File: src/rtl/uart_pkg.sv
// Shared types and helpers for the parametrised UART receiver.
package uart_pkg;

  typedef enum logic [2:0] {
    ST_IDLE     = 3'd0,
    ST_START    = 3'd1,
    ST_DATA     = 3'd2,
    ST_PARITY   = 3'd3,
    ST_STOP     = 3'd4,
    ST_BRK_WAIT = 3'd5
  } rx_state_e;

  localparam int PARITY_NONE = 0;
  localparam int PARITY_ODD  = 1;
  localparam int PARITY_EVEN = 2;

  // Odd parity expects data^bit == 1, even parity expects 0.
  function automatic logic calc_parity_err(input logic data_xor, input logic par_bit,
                                           input int mode);
    calc_parity_err = ((data_xor ^ par_bit) != (mode == PARITY_ODD));
  endfunction

endpackage

File: src/rtl/uart_sync2.sv
// Two-flop synchroniser for the asynchronous serial line; resets to the idle level.
module uart_sync2 (
  input  logic clk,
  input  logic rst_n,
  input  logic d,
  output logic q
);

  logic [1:0] sync_q;
  logic [1:0] sync_d;

  // Shift the raw line through two stages.
  always_comb begin
    sync_d = {sync_q[0], d};
  end

  // Synchroniser registers, reset to line-idle.
  always_ff @(posedge clk or negedge rst_n) begin
    if (!rst_n) begin
      sync_q <= 2'b11;
    end else begin
      sync_q <= sync_d;
    end
  end

  assign q = sync_q[1];

endmodule

File: src/rtl/rx_uart_param.sv
// Parametrised oversampling UART receiver: start detect, LSB-first deframing,
// optional parity, 1/2 stop bits, framing/break status with a one-cycle valid pulse.
module rx_uart_param
  import uart_pkg::*;
#(
  parameter int DATA_BITS  = 8,
  parameter int OVERSAMPLE = 16,
  parameter int PARITY     = 0,
  parameter int STOP_BITS  = 1
) (
  input  logic                 rx_Clk,
  input  logic                 i_RX_Rst_n,
  input  logic                 i_RX_Serial,
  output logic                 o_RX_Valid,
  output logic [DATA_BITS-1:0] o_RX_Byte,
  output logic                 o_Parity_Err,
  output logic                 o_Frame_Err,
  output logic                 o_Break,
  output logic                 o_Busy
);

  localparam int SC_W  = $clog2(OVERSAMPLE);
  localparam int IDX_W = $clog2(DATA_BITS + 1);
  localparam logic [SC_W-1:0]  SC_HALF   = SC_W'(OVERSAMPLE / 2 - 1);
  localparam logic [SC_W-1:0]  SC_FULL   = SC_W'(OVERSAMPLE - 1);
  localparam logic [IDX_W-1:0] IDX_DLAST = IDX_W'(DATA_BITS - 1);
  localparam logic [IDX_W-1:0] IDX_SLAST = IDX_W'(STOP_BITS - 1);

  logic rx_s;

  uart_sync2 u_sync (
    .clk   (rx_Clk),
    .rst_n (i_RX_Rst_n),
    .d     (i_RX_Serial),
    .q     (rx_s)
  );

  rx_state_e            state_q, state_d;
  logic [SC_W-1:0]      sc_q, sc_d;
  logic [IDX_W-1:0]     idx_q, idx_d;
  logic [DATA_BITS-1:0] shift_q, shift_d;
  logic                 perr_q, perr_d;
  logic                 ferr_q, ferr_d;
  logic                 low_q, low_d;
  logic                 line_prev_q, line_prev_d;
  logic [1:0]           settle_q, settle_d;
  logic                 valid_q, valid_d;
  logic [DATA_BITS-1:0] byte_q, byte_d;
  logic                 perr_out_q, perr_out_d;
  logic                 ferr_out_q, ferr_out_d;
  logic                 brk_out_q, brk_out_d;
  logic                 busy_q, busy_d;
  logic                 ferr_fin_s;
  logic                 low_fin_s;

  // Next-state, counters, datapath and registered status outputs.
  always_comb begin
    state_d    = state_q;
    sc_d       = sc_q + SC_W'(1);
    idx_d      = idx_q;
    shift_d    = shift_q;
    perr_d     = perr_q;
    ferr_d     = ferr_q;
    low_d      = low_q;
    valid_d    = 1'b0;
    byte_d     = byte_q;
    perr_out_d = perr_out_q;
    ferr_out_d = ferr_out_q;
    brk_out_d  = brk_out_q;
    ferr_fin_s = ferr_q | ~rx_s;
    low_fin_s  = low_q & ~rx_s;
    settle_d   = {settle_q[0], 1'b1};
    // Until the synchroniser has flushed its reset value, the line history is
    // forced low so a line held low through reset never looks like a start edge.
    if (settle_q[1]) begin
      line_prev_d = rx_s;
    end else begin
      line_prev_d = 1'b0;
    end

    case (state_q)
      ST_IDLE: begin
        sc_d  = '0;
        idx_d = '0;
        if (line_prev_q && !rx_s) begin
          state_d = ST_START;
          perr_d  = 1'b0;
          ferr_d  = 1'b0;
          low_d   = 1'b1;
        end else begin
          state_d = ST_IDLE;
        end
      end
      ST_START: begin
        if (sc_q == SC_HALF) begin
          sc_d = '0;
          if (rx_s) begin
            state_d = ST_IDLE;
          end else begin
            state_d = ST_DATA;
          end
        end else begin
          state_d = ST_START;
        end
      end
      ST_DATA: begin
        if (sc_q == SC_FULL) begin
          sc_d    = '0;
          shift_d = {rx_s, shift_q[DATA_BITS-1:1]};
          low_d   = low_fin_s;
          if (idx_q == IDX_DLAST) begin
            idx_d = '0;
            if (PARITY != PARITY_NONE) begin
              state_d = ST_PARITY;
            end else begin
              state_d = ST_STOP;
            end
          end else begin
            idx_d = idx_q + IDX_W'(1);
          end
        end else begin
          state_d = ST_DATA;
        end
      end
      ST_PARITY: begin
        if (sc_q == SC_FULL) begin
          sc_d    = '0;
          perr_d  = calc_parity_err(^shift_q, rx_s, PARITY);
          low_d   = low_fin_s;
          state_d = ST_STOP;
        end else begin
          state_d = ST_PARITY;
        end
      end
      ST_STOP: begin
        if (sc_q == SC_FULL) begin
          sc_d = '0;
          if (idx_q == IDX_SLAST) begin
            idx_d      = '0;
            valid_d    = 1'b1;
            byte_d     = shift_q;
            perr_out_d = perr_q;
            ferr_out_d = ferr_fin_s;
            brk_out_d  = low_fin_s;
            if (low_fin_s) begin
              state_d = ST_BRK_WAIT;
            end else begin
              state_d = ST_IDLE;
            end
          end else begin
            idx_d  = idx_q + IDX_W'(1);
            ferr_d = ferr_fin_s;
            low_d  = low_fin_s;
          end
        end else begin
          state_d = ST_STOP;
        end
      end
      ST_BRK_WAIT: begin
        sc_d = '0;
        if (rx_s) begin
          state_d = ST_IDLE;
        end else begin
          state_d = ST_BRK_WAIT;
        end
      end
      default: begin
        state_d = ST_IDLE;
        sc_d    = '0;
        idx_d   = '0;
      end
    endcase

    busy_d = (state_d != ST_IDLE);
  end

  // State and output registers.
  always_ff @(posedge rx_Clk or negedge i_RX_Rst_n) begin
    if (!i_RX_Rst_n) begin
      state_q     <= ST_IDLE;
      sc_q        <= '0;
      idx_q       <= '0;
      shift_q     <= '0;
      perr_q      <= 1'b0;
      ferr_q      <= 1'b0;
      low_q       <= 1'b0;
      line_prev_q <= 1'b0;
      settle_q    <= 2'b00;
      valid_q     <= 1'b0;
      byte_q      <= '0;
      perr_out_q  <= 1'b0;
      ferr_out_q  <= 1'b0;
      brk_out_q   <= 1'b0;
      busy_q      <= 1'b0;
    end else begin
      state_q     <= state_d;
      sc_q        <= sc_d;
      idx_q       <= idx_d;
      shift_q     <= shift_d;
      perr_q      <= perr_d;
      ferr_q      <= ferr_d;
      low_q       <= low_d;
      line_prev_q <= line_prev_d;
      settle_q    <= settle_d;
      valid_q     <= valid_d;
      byte_q      <= byte_d;
      perr_out_q  <= perr_out_d;
      ferr_out_q  <= ferr_out_d;
      brk_out_q   <= brk_out_d;
      busy_q      <= busy_d;
    end
  end

  assign o_RX_Valid   = valid_q;
  assign o_RX_Byte    = byte_q;
  assign o_Parity_Err = perr_out_q;
  assign o_Frame_Err  = ferr_out_q;
  assign o_Break      = brk_out_q;
  assign o_Busy       = busy_q;

endmodule

File: config.mk
export PLATFORM = sky130hd
export DESIGN_NAME = rx_uart_param
export DESIGN_NICKNAME = d
export VERILOG_FILES = /design/src/rtl/uart_pkg.sv /design/src/rtl/uart_sync2.sv /design/src/rtl/rx_uart_param.sv
export SDC_FILE = /design/constraint.sdc
export NUM_CORES = 1
export LEC_CHECK = 0
export ABC_AREA = 1
export CORE_ASPECT_RATIO = 0.9
export CORE_MARGIN = 4
export CORE_UTILIZATION = 45
export DETAILED_ROUTE_END_ITERATION = 8
export MAX_ROUTING_LAYER = met4
export PLACE_DENSITY = 0.65
export SYNTH_ARGS = -nofsm -noshare
export SYNTH_HDL_FRONTEND = slang
export SYNTH_HIERARCHICAL = 1
export SYNTH_SLANG_ARGS = --single-unit
File: constraint.sdc
create_clock -name rx_Clk -period 3.65 [get_ports rx_Clk]
set_clock_uncertainty 0.2 [all_clocks]
set_input_delay 0.73 -clock rx_Clk [delete_from_list [all_inputs] [get_ports rx_Clk]]
set_output_delay 0.73 -clock rx_Clk [all_outputs]
set_load 0.005 [all_outputs]
Word-level counts from Yosys, hierarchy flattened
Cells that the tools add are included.
{ "totals": {"regBits": 40, "latch_bits": 0, "ram_bits": 0, "romBits": 0, "inputBits": 3, "output_inout_bits": 13, "wordCells": 89, "memories": 0} }
{ "op_classes": {"addsub": 2, "n_mul": 0, "n_div": 0, "order_cmp": 0, "n_eq_ne": 14, "shifts": 0, "n_mux": 34, "bitwise_logic": 5, "n_reduce_logical": 18} }
{ "ops": {"columns": ["operator", "count"], "rows": [
  ["3-bit 2-to-1 mux", 8],
  ["4-bit 2-to-1 mux", 6],
  ["3-bit one-hot mux with 6 select lines", 1],
  ["1-bit 2-to-1 mux", 13],
  ["4-bit one-hot mux with 3 select lines", 1],
  ["2-bit inequality test (second input constant)", 5],
  ["3-bit AND reduction", 3],
  ["4-bit by 1-bit adder with 4-bit output (second input constant)", 2],
  ["4-bit by 3-bit == test with 1-bit output (second input constant)", 2],
  ["4-bit one-hot mux with 2 select lines", 1],
  ["8-bit parity", 1],
  ["3-bit by 2-bit == test with 1-bit output (second input constant)", 2],
  ["3-bit == test (second input constant)", 2],
  ["3-bit nonzero test", 2],
  ["3-bit OR reduction", 2],
  ["5-bit AND reduction", 1],
  ["4-bit == test (second input constant)", 1],
  ["4-bit logical NOT", 1],
  ["1-bit one-hot mux with 2 select lines", 2],
  ["4-bit AND reduction", 1],
  ["2-bit nonzero test", 2],
  ["3-bit by 1-bit == test with 1-bit output (second input constant)", 1],
  ["3-bit logical NOT", 1],
  ["1-bit one-hot mux with 3 select lines", 1],
  ["10 further kinds", 11]
]} }

Longest topological paths before layout
{ "depth": {"depth_word": 7, "mapped_depth": 9, "ltp_nobuf": 9} }

Hierarchy
The synthesis kept the hierarchy.
{ "modules_own_cells": {"columns": ["module", "n_inst", "cells_each", "area_each_um2", "seq_area_each_um2"], "rows": [
  ["rx_uart_param", 1, 223, 1848.0, 950.9],
  ["uart_sync2", 1, 2, 52.6, 52.6]
]} }

Least setup slack after synthesis
No wires, ideal clock.
{ "synth_timing": {"path_type": "register to register", "from": "reg idx_q[0]", "to": "reg ferr_out_q (netlist: o_Frame_Err)", "setup_ns": 0.120, "t_arrival_ns": 1.349, "required_ns": 3.330, "path_slack_ns": 1.981, "path_stages_with_launch": 10, "n_path_buf": 1, "synth_period_minus_slack_ns": 1.669, "cell_sequence": "dfrtp_1 -> inv_1 -> ha_1 -> nand3_1 -> or2_4 -> nor2_8 -> inv_6 -> buf_8 -> nand2_1 -> nand2_1"} }
{ "synth_between": {"elab_chain_len": 2} }
{ "synth_rtl": {"columns": ["element", "line_no", "text"], "rows": [
  ["start, declared", "rx_uart_param.sv:40", "logic [IDX_W-1:0] idx_q, idx_d;"],
  ["start signal, assigned", "rx_uart_param.sv:198", "idx_q <= idx_d;"],
  ["4-bit logical NOT", "rx_uart_param.sv:138", "if (idx_q == IDX_SLAST) begin"],
  ["3-bit AND reduction (no source line)", null, null],
  ["end signal, assigned", "rx_uart_param.sv:208", "ferr_out_q <= ferr_out_d;"],
  ["end, declared", "rx_uart_param.sv:50", "logic ferr_out_q, ferr_out_d;"]
]} }
No other way between the ends.
A chain may end at the register's enable or synchronous reset.

Worst setup path after layout
{ "layout_timing": {"from": "reg brk_out_q (netlist: o_Break)", "to": "out o_Break"} }
{ "layout_lines": {"columns": ["element", "line_no", "text"], "rows": [
  ["start, declared", "rx_uart_param.sv:51", "logic brk_out_q, brk_out_d;"],
  ["start signal, assigned", "rx_uart_param.sv:209", "brk_out_q <= brk_out_d;"],
  ["end, declared", "rx_uart_param.sv:18", "output logic o_Break,"]
]} }
No word-level cell between the ends.

==> out/qor_table.md <==
| Stage | Parameter | Value |
|---|---|---|
| clock tree | Gates resized, CTS repair | 0 |
| global route | Antenna violations before repair | 0 |
| critical path | Critical path peak fanout | 2 |
| timing | Tightest slew margin relative to the limit | 42.3% |
| critical path | Flop2flop setup slack | 1.86 ns |
| clock tree | Deepest clock path buffer count | 2 |
| critical path | Critical Path End Type | output pin |
| clock tree | Post-CTS Setup Inserts | 0 |
| synth | Proportion of synthesized chip area in sequential cells | 52.8% |
| synth | Summed instance area of the synthesized netlist | 1900 µm² |
| final layout | Leading cell type in the layout, fill and taps excluded | sky130_fd_sc_hd__nand2_1 |
| synth | Number of enable-type register cells in the synthesized netlist | 0 |
| worst hold path | Min-Delay Endpoint | u_sync/sync_q[1]$_DFF_PN1_ |
| synth | Flip-flop and latch count after synthesis | 40 |
| place | Post-Place Worst Slack | 1.87 ns |
| timing | Final period demand of the worst path | 2.09 ns |
| timing | Smallest setup slack after layout | 1.56 ns |
| synth | Synth Instances | 225 |
| critical path | Startpoint types | flip-flop |
| power | Max rail drop VDD | 334 µV |
| route | Via total after detailed routing | 1,440 |
| clock tree | Number of buffers created by CTS | 5 |
| route | Final wirelength | 3.44 mm |
| synth | Number of nets produced by synthesis | 231 |
| final layout | Ratio of cells with drive above 1 in the final layout | 9.76% |
| critical path | Startpoint of the most critical register-to-register path | sc_q[0]$_DFF_PN0_ |
| critical path | CP peak stage delay | 0.51 ns |
| critical path | Critical path required time | 2.72 ns |
| critical path | Cells traversed along the worst timing path | clkdlybuf4s50_1 |
| critical path | Worst setup path category | flip-flop to output pin |
| floorplan | Number of standard-cell rows in the floorplan | 22 |
| power | Combinational group share of total power | 25.4% |
| timing | Highest clock rate | 478 MHz |
| route | DRT Pass-1 Iters | 5 |
| place | HPWL after DPL | 2.51 mm |
| power | Sw Pwr | 399 µW |
| clock tree | Clock latency on the worst-skew pair | 0.29 ns |
| global route | GRT Total Usage | 14.1% |
| floorplan | Overall die height | 69.7 µm |
| worst hold path | Classification of the worst-slack hold path | flip-flop to flip-flop |
| power | Power share of the sequential group | 48.1% |
| route | Post-DR wirelength/cell | 11.7 µm |
| timing | Measured slew at the worst slew-check pin | 0.866 ns |
| critical path | Number of buffers and inverters on the critical path | 1 |
| clock tree | CTS tree | yes |
| clock tree | CTS root buffer | sky130_fd_sc_hd__clkbuf_8 |
| place | Routability cong. | 0.968 |
| power | Clk network pwr share | 26.5% |
| power | Static leakage | 0.00113 µW |
| synth | Number of synthesis warnings | 6 |
| floorplan | Ports placed on the boundary | 16 |
| final layout | Net count reported at finish | 251 |
| place | Count of buffers from port buffering | 15 |
| critical path | Cell at the slowest stage of the critical path | sky130_fd_sc_hd__clkdlybuf4s50_1 |
| final layout | Ant diodes | 0 |
| clock tree | # hold bufs at CTS | 0 |
| global route | Maximum number of pins on one net before global-route repair | 41 |
| clock tree | Clock Sinks | 40 |
| clock tree | Clock H-tree levels | 2 |
| final layout | Area added between synthesis and finish | 15.0% |
| worst hold path | Startpoint of the worst hold path | u_sync/sync_q[0]$_DFF_PN1_ |
| route | DRC | 0 |
| route | Remaining number of nets flagged by the antenna check after routing | 0 |
| floorplan | Starting Density | 46.7% |
| timing | Final setup viols | 0 |
| timing | Number of max-slew violations in the final report | 0 |
| route | DRC marker count from the first detailed-route iteration | 103 |
| power | Net switching share of the total power | 33.7% |
| timing | RSZ-0062 raised after global routing | no |
| synth | Async set-reset flop share out of synthesis | 100% |
| timing | Post-route clock period utilization | 57.3% |
| status | Outcome | completed |
| synth | Dominant synthesized flop cell | sky130_fd_sc_hd__dfrtp_1 |
| floorplan | Placeable Area | 4070 µm² |
| floorplan | Width of the chip | 76.5 µm |
| final layout | Layout Utilization | 53.7% |
| critical path | Cell family with most CP delay | buffers and inverters |
| power | Power per standard cell area | 542 nW/µm² |
| job | Maxcap violations | 0 |
| final layout | Commonest non-fill, non-tap cells in the layout | 77 x sky130_fd_sc_hd__nand2_1, 38 x sky130_fd_sc_hd__dfrtp_1, 27 x sky130_fd_sc_hd__inv_1, 18 x sky130_fd_sc_hd__o21ai_0 |
| floorplan | Die ar. | 5330 µm² |
| global route | Residual overflow from global routing | 0 |
| power | Int Power | 785 µW |
| worst hold path | Worst hold path cell count | 0 |
| clock tree | Clk slew on worst S/H paths | 0.08 ns |
| critical path | Length in cells of the worst reg-to-reg path | 6 |
| timing | Count of endpoints failing hold in the final timing report | 0 |
| synth | Number of distinct library cells after synthesis | 28 |
| global route | Vias in the first global route | 1,283 |
| timing | Total negative slack | 0 ns |
| synth | Average cell area after synthesis | 8.45 µm² |
| critical path | Data arrival at the endpoint of the critical path | 1.16 ns |
| global route | Wire length of the first global-routing pass | 5.83 mm |
| route | Vias per cell | 4.90 |
| final layout | Number of filler cells placed in the layout | 410 |
| critical path | Destination of the worst register-to-register timing path | shift_q[0]$_DFFE_PN0P_ |
| timing | Worst-case hold slack | 0.158 ns |
==> cells in the mapped netlist (all sizes together), types with 2 or more instances <==
cell   count  area share (%)
ha         3             2.0
o22ai      2            0.66
dfstp      2             2.8
inv       29             6.0
o21ai     24             7.5
nor2      16             4.4
a21oi      4             1.3
dfrtp     38              50
nor3       2            0.53
nand4      4             1.3
nand3     15             4.6
nand2     78              16
buf        2             1.1
==> flip-flops by register name, summed over array words and instances, names as in the netlist <==
| register | cells |
|---|---|
| o_RX_Byte | 8 |
| shift_q | 8 |
| idx_q | 4 |
| sc_q | 4 |
| state_q | 3 |
| settle_q | 2 |
| u_sync/sync_q | 2 |
| ferr_q | 1 |
| line_prev_q | 1 |
| low_q | 1 |
| o_Break | 1 |
| o_Busy | 1 |
| o_Frame_Err | 1 |
| o_Parity_Err | 1 |
| o_RX_Valid | 1 |
| perr_q | 1 |
==> area by class of cell <==
cell class	count	area (µm²)	share of cell area (%)
Clock buffer	8	100	4.58
Inverter	29	114	5.21
Multi-Input combinational cell	154	763	34.9
Sequential cell	40	1000	45.9
Tap cell	48	60.1	2.75
Timing Repair Buffer	15	145	6.64
==> cells by family after synthesis <==
group	after synthesis	share of synthesized area, %
adders and majority gates	3	1.98
xor gates and xnor gates	2	0.922
buffers and inverters	31	7.04
and+or+nand+nor	116	26.9
other	1	0.197
AOI/OAI and AO/OA	32	10.2
DFF	40	52.8
==> how the worst max path moves through the flow <==
stage,start,endpoint,slack (ns),depth (start not counted)
2_1_floorplan,idx_q[0]$_DFFE_PN0P_,o_Frame_Err$_DFFE_PN0P_,1.98,9
3_3_place_gp,o_Break$_DFFE_PN0P_,o_Break,1.88,1
3_5_place_dp,sc_q[0]$_DFF_PN0_,shift_q[0]$_DFFE_PN0P_,1.87,6
4_1_cts,o_Break$_DFFE_PN0P_,o_Break,1.56,1
5_1_grt,o_Break$_DFFE_PN0P_,o_Break,1.52,1
6_report,o_Break$_DFFE_PN0P_,o_Break,1.56,1
==> per-stage QoR <==
step | std cells | instance area, µm² | power [µW]
2_1_floorplan | 225 | 1900 | 805
3_3_place_gp | 286 | 2090 | 871
6_report | 294 | 2190 | 1180
3_5_place_dp | 286 | 2090 | 881
4_1_cts | 294 | 2190 | 1200
5_1_grt | 294 | 2190 | 1270
==> routing by layer <==
| layer | vias to the layer above | share of wire (%) | global-route usage, % |
|---|---|---|---|
| met1 | 649 | 51 | 19.0 |
| met5 | - | 0 | - |
| li1 | 752 | - | - |
| met3 | 2 | 4.4 | 3.64 |
| met4 | 0 | 0.84 | 5.63 |
| met2 | 37 | 44 | 20.3 |
==> power by group through the flow <==
stage / clock network, µW / registers (µW) / logic, µW
floorplan: 0 / 566 / 239
global placement: 0 / 578 / 293
detailed placement: 0 / 579 / 302
CTS: 329 / 570 / 304
global route: 345 / 582 / 347
finish: 313 / 570 / 301
Power figures use the tool's default switching activity.
